<file path="config.mk">
export PLATFORM = sky130hd
export DESIGN_NAME = uart_transmitter_flat
export DESIGN_NICKNAME = d
export VERILOG_FILES = /design/src/rtl/uart_transmitter_if.sv /design/src/rtl/uart_transmitter.sv /design/src/flat_wrapper.sv
export SDC_FILE = /design/constraint.sdc
export NUM_CORES = 1
export LEC_CHECK = 0
export BUFFER_PORTS_ARGS = -buffer_cell sky130_fd_sc_hd__buf_2
export CORE_ASPECT_RATIO = 1.75
export CORE_UTILIZATION = 55
export DETAILED_ROUTE_END_ITERATION = 6
export PLACE_DENSITY = 0.85
export REMOVE_ABC_BUFFERS = 1
export SLEW_MARGIN = 0
export SYNTH_ARGS = -nofsm -noshare
export SYNTH_HDL_FRONTEND = slang
export SYNTH_SLANG_ARGS = --single-unit
</file>
<file path="constraint.sdc">
create_clock -name clk -period 4.8 [get_ports clk]
set_clock_uncertainty 0.15 [all_clocks]
set_input_delay 0.48 -clock clk [delete_from_list [all_inputs] [get_ports clk]]
set_output_delay 0.48 -clock clk [all_outputs]
set_load 0.01 [all_outputs]
</file>
<file path="src/rtl/uart_transmitter_if.sv">
`default_nettype none
// ============================================================================
// uart_transmitter_if : byte valid/ready handshake into the UART transmitter
// Revision: 1.0
// ============================================================================
interface uart_transmitter_if;
  logic [7:0] data;
  logic       valid;
  logic       ready;

  modport master (output data, output valid, input ready);
  modport slave  (input data, input valid, output ready);
endinterface
`default_nettype wire

</file>
<file path="src/rtl/uart_transmitter.sv">
`default_nettype none
// ============================================================================
// uart_transmitter : 8-bit LSB-first UART TX, optional parity, 1/2 stop bits,
//                    one-byte holding register for gap-free back-to-back frames
// Revision: 1.0
// ============================================================================
module uart_transmitter #(
  parameter int CPB        = 434,
  parameter int PARITY_EN  = 0,
  parameter int PARITY_ODD = 0,
  parameter int STOP_BITS  = 1
) (
  input  wire logic          clk,
  input  wire logic          rst_n,
  uart_transmitter_if.slave  i_in,
  output logic               o_tx,
  output logic               o_busy
);

  localparam int            c_cw        = (CPB > 1) ? $clog2(CPB) : 1;
  localparam logic [c_cw-1:0] c_last    = c_cw'(CPB - 1);
  localparam logic [c_cw-1:0] c_one     = c_cw'(1);
  localparam logic          c_stop_last = 1'(STOP_BITS - 1);

  typedef enum logic [2:0] {
    S_IDLE   = 3'd0,
    S_START  = 3'd1,
    S_DATA   = 3'd2,
    S_PARITY = 3'd3,
    S_STOP   = 3'd4
  } state_t;

  state_t          r_state;
  logic [c_cw-1:0] r_count;
  logic [2:0]      r_bit_idx;
  logic            r_stop_idx;
  logic [7:0]      r_shift;
  logic            r_parity;
  logic [7:0]      r_hold_data;
  logic            r_hold_full;
  logic            r_tx;

  logic w_bit_end;
  logic w_accept;
  logic w_hold_par;

  assign w_bit_end  = (r_count == c_last);
  assign w_accept   = i_in.valid & ~r_hold_full;
  assign w_hold_par = (PARITY_ODD != 0) ? ~^r_hold_data : ^r_hold_data;

  assign i_in.ready = ~r_hold_full;
  assign o_tx       = r_tx;
  assign o_busy     = (r_state != S_IDLE) | r_hold_full;

  always_ff @(posedge clk or negedge rst_n) begin
    if (!rst_n) begin
      r_state     <= S_IDLE;
      r_count     <= '0;
      r_bit_idx   <= '0;
      r_stop_idx  <= 1'b0;
      r_shift     <= '0;
      r_parity    <= 1'b0;
      r_hold_data <= '0;
      r_hold_full <= 1'b0;
      r_tx        <= 1'b1;
    end else begin
      case (r_state)
        S_IDLE: begin
          r_tx    <= 1'b1;
          r_count <= '0;
          if (r_hold_full) begin
            r_shift     <= r_hold_data;
            r_parity    <= w_hold_par;
            r_hold_full <= 1'b0;
            r_tx        <= 1'b0;
            r_state     <= S_START;
          end
        end
        S_START: begin
          if (w_bit_end) begin
            r_count   <= '0;
            r_bit_idx <= '0;
            r_tx      <= r_shift[0];
            r_state   <= S_DATA;
          end else begin
            r_count <= r_count + c_one;
          end
        end
        S_DATA: begin
          if (w_bit_end) begin
            r_count <= '0;
            if (r_bit_idx == 3'd7) begin
              r_stop_idx <= 1'b0;
              if (PARITY_EN != 0) begin
                r_tx    <= r_parity;
                r_state <= S_PARITY;
              end else begin
                r_tx    <= 1'b1;
                r_state <= S_STOP;
              end
            end else begin
              r_bit_idx <= r_bit_idx + 3'd1;
              r_shift   <= {1'b0, r_shift[7:1]};
              r_tx      <= r_shift[1];
            end
          end else begin
            r_count <= r_count + c_one;
          end
        end
        S_PARITY: begin
          if (w_bit_end) begin
            r_count    <= '0;
            r_stop_idx <= 1'b0;
            r_tx       <= 1'b1;
            r_state    <= S_STOP;
          end else begin
            r_count <= r_count + c_one;
          end
        end
        S_STOP: begin
          if (w_bit_end) begin
            r_count <= '0;
            if (r_stop_idx == c_stop_last) begin
              // A pending byte starts its frame on this very edge: no idle gap
              if (r_hold_full) begin
                r_shift     <= r_hold_data;
                r_parity    <= w_hold_par;
                r_hold_full <= 1'b0;
                r_tx        <= 1'b0;
                r_state     <= S_START;
              end else begin
                r_tx    <= 1'b1;
                r_state <= S_IDLE;
              end
            end else begin
              r_stop_idx <= 1'b1;
            end
          end else begin
            r_count <= r_count + c_one;
          end
        end
        default: begin
          r_tx    <= 1'b1;
          r_count <= '0;
          r_state <= S_IDLE;
        end
      endcase

      // Accept and transfer never coincide: transfer needs the register full, accept needs it empty
      if (w_accept) begin
        r_hold_data <= i_in.data;
        r_hold_full <= 1'b1;
      end
    end
  end

endmodule
`default_nettype wire

</file>
<file path="src/flat_wrapper.sv">
// flat-port wrapper written by rule: the top's interface ports become plain ports
module uart_transmitter_flat 
#(
  parameter int CPB        = 434,
  parameter int PARITY_EN  = 0,
  parameter int PARITY_ODD = 0,
  parameter int STOP_BITS  = 1
)
  (clk, rst_n, o_tx, o_busy, i_in_data, i_in_valid, i_in_ready);
  uart_transmitter_if i_in_i ();
  input  wire logic clk;
  input  wire logic rst_n;
  output logic o_tx;
  output logic o_busy;
  input wire logic [$bits(i_in_i.data)-1:0] i_in_data;
  input wire logic [$bits(i_in_i.valid)-1:0] i_in_valid;
  output wire logic [$bits(i_in_i.ready)-1:0] i_in_ready;
  assign i_in_i.data = i_in_data;
  assign i_in_i.valid = i_in_valid;
  assign i_in_ready = i_in_i.ready;
  uart_transmitter #(.CPB(CPB), .PARITY_EN(PARITY_EN), .PARITY_ODD(PARITY_ODD), .STOP_BITS(STOP_BITS)) u_core (.clk(clk), .rst_n(rst_n), .i_in(i_in_i), .o_tx(o_tx), .o_busy(o_busy));
endmodule
</file>
==> results.cfg <==
[run_status]
status = complete, but fails checks
violations = DRC

[cells_and_area]
n_antenna_cell = 0
multi_input_area_um2 = 766
postLayoutCoreUtil_pct = 63.3
final_area_mm2 = 0.00183
regArea_um2 = 827
final_common_cell = dfrtp_1
num-fill-cells = 225
drive_above_1_share_pct = 34.4
nNetsFinal = 168
area_growth_pct = 11.0
layout_common_cells = dfrtp_1 (32), mux2_2 (24), nor2_1 (13), buf_2 (13), nand2_1 (7)

[route]
ant_nets = 0
first_pass_iters = 6
drtIter0Drc = 21
drcViolationCount = 2
routed_wl_um = 2800
avgViaCountPerCell = 5.95
routedWlPerCell_um = 15.4
vias = 1082

[clocking]
cts-root-buf = clkbuf_8
cts_tree = done
cts.repair.resized = 0
clkLatencyLatePin_ps = 290
postCtsSetupBuffers = 0
cts.sinks = 33
h-tree-depth = 2
cts_buffer_depth = 2
cts_made_buffers = 5
cts.clk_slew.worst_paths_ps = 60
holdBufCountCts = 0

[timing]
tightest_slew_ps = 761
fmax_mhz = 519
layout_min_cycle_time_ps = 1930
finalSetupViolations = 0
finalMaxSlewViolations = 0
fin_tns_setup_ps = 0
finalHoldViolations = 0
relSlewSlack_pct = 49.2
whs_ps = 86.9
rsz0062_at_grt = no
fin_crit_sh_pct = 40.2

[power_and_ir_drop]
p_leak_nw = 0.816
powerDensity_mw_per_mm2 = 414
power_mw = 0.757
ir_drop_mv = 0.287

[logic_synthesis]
yosysSeqAreaShare_pct = 50.1
synth_warnings = 0
synth-edff-count = 0
syn_inst = 138
synth_area_mm2 = 0.00165
synthArstFlopShare_pct = 100
synth.largest_area_cell = dfrtp_1
ys_seq_elements = 33
synth_top_area_share_pct = 48.5
yosys-top-cells-area = dfrtp_1 (49%), mux2_2 (16%), ha_1 (3.0%)
yosysUniqueCellTypes = 39
syn_avg_cell_area_um2 = 12.0
synth_flop_cell = dfrtp_1

[global_route]
track_usage_pct = 21.3
grt_pass1_vias = 1100
grt_start_max_net_pins = 34
grt_pass1_wl_um = 4820
antenna_found_initial = 0
overflow = 0

[setup_path]
critPathCaptureType = register
worstPathRequired_ps = 4830
setup.worst_path.start_class = register
reg2reg_from = u_core.r_bit_idx[0]$_DFFE_PN0P_
worstSetupStartpoint = u_core.r_bit_idx[0]$_DFFE_PN0P_
crit_fanout = 4
crit_arrival_ps = 1950
critPathKind = reg2reg

[floorplan]
start_util_pct = 57.0
boundaryPins = 14
dieArea_mm2 = 0.00323
die_w_um = 43.4
die_h_um = 74.5
core_area_mm2 = 0.00290
row_count = 26

[flow_run]
maxCapViolations = 0

[hold_path]
hold_class = in2async

[placement]
port_buffers = 13
place_area_mm2 = 0.00172
globalplace.congestion = 0.834
dp_hpwl_um = 2060
cell type report:
| cell class | count | share of cell area, % |
|---|---|---|
| Clock buffer | 7 | 4.71 |
| Clock inverter | 1 | 1.64 |
| Inverter | 6 | 1.23 |
| Multi-Input combinational cell | 94 | 41.8 |
| Sequential cell | 33 | 45.2 |
| Tap cell | 28 | 1.91 |
| Timing Repair Buffer | 13 | 3.55 |
through the flow:
| stage | instances | setup slack, ps |
|---|---|---|
| 6_report | 182 | 2870 |
| 3_3_place_gp | 174 | 2930 |
| 4_1_cts | 182 | 2870 |
| 2_1_floorplan | 133 | 3030 |
| 5_1_grt | 182 | 2780 |
| 3_5_place_dp | 174 | 2880 |
synthesized netlist by cell type (2+ instances only):
cell type  instances
a21oi_1            3
xor2_1             3
buf_4              2
dfrtp_1           32
o21ai_0            3
nor3_1             2
nor2_1            13
or3_1              2
xnor2_1            5
nand3_1            3
nor2b_1            2
nand2b_1           2
inv_1              6
ha_1               4
nand2_1            7
mux2_2            24
mux2i_1            3
path summary, 6_finish.rpt:
path                            slack (ps)                                 to  cells past startpoint
max in group asynchronous             3950  u_core.r_hold_data[3]$_DFFE_PN0P_                      1
min in group clk                       270  u_core.r_hold_data[2]$_DFFE_PN0P_                      2
worst min register to register         350  u_core.r_hold_data[7]$_DFFE_PN0P_                      1
worst min-delay path                    90      u_core.r_state[2]$_DFFE_PN0P_                      1
worst max-delay path                  2870    u_core.r_bit_idx[0]$_DFFE_PN0P_                      6
worst max register to register        2870    u_core.r_bit_idx[0]$_DFFE_PN0P_                      6
cells by family after synthesis:
kind of cell | after synthesis | synth area share, %
flip-flops | 33 | 50.1
multiplexers | 28 | 19.1
buffers and inverters | 11 | 3.49
XOR/XNOR | 8 | 4.25
AND/OR/NAND/NOR | 41 | 14.2
AO/OA/AOI/OAI | 13 | 5.84
adder cells (fa/ha/maj) | 4 | 3.03
routing by layer:
layer  up-vias  wire length (um)  track usage [%]  share of wire [%]
met3         5               120             7.04                4.3
met2        28              1560             36.4                 56
met5         -                 0                0                  0
li1        509                 -                -                  -
met4         0                76             14.2                2.7
met1       540              1050             21.6                 37
state kept, by name, indices dropped and copies added (netlist names):
register,count
u_core.r_bit_idx,3
u_core.r_shift,8
u_core.r_state,3
u_core.r_hold_data,8
u_core.o_tx,1
u_core.r_count,9
u_core.r_hold_full,1
where the power goes:
part / internal (mW) / switching, mW
combinational: 0.0653 / 0.0450
clock: 0.169 / 0.0993
sequential: 0.332 / 0.0465
total: 0.567 / 0.191
critical path: stages, from the launching register on:
cell	delay (ps)
dfrtp_1	400
ha_1	210
ha_1	230
nor2_1	150
mux2i_1	130
nor3_4	220
mux2_4	320
Power figures use the tool's default switching activity.
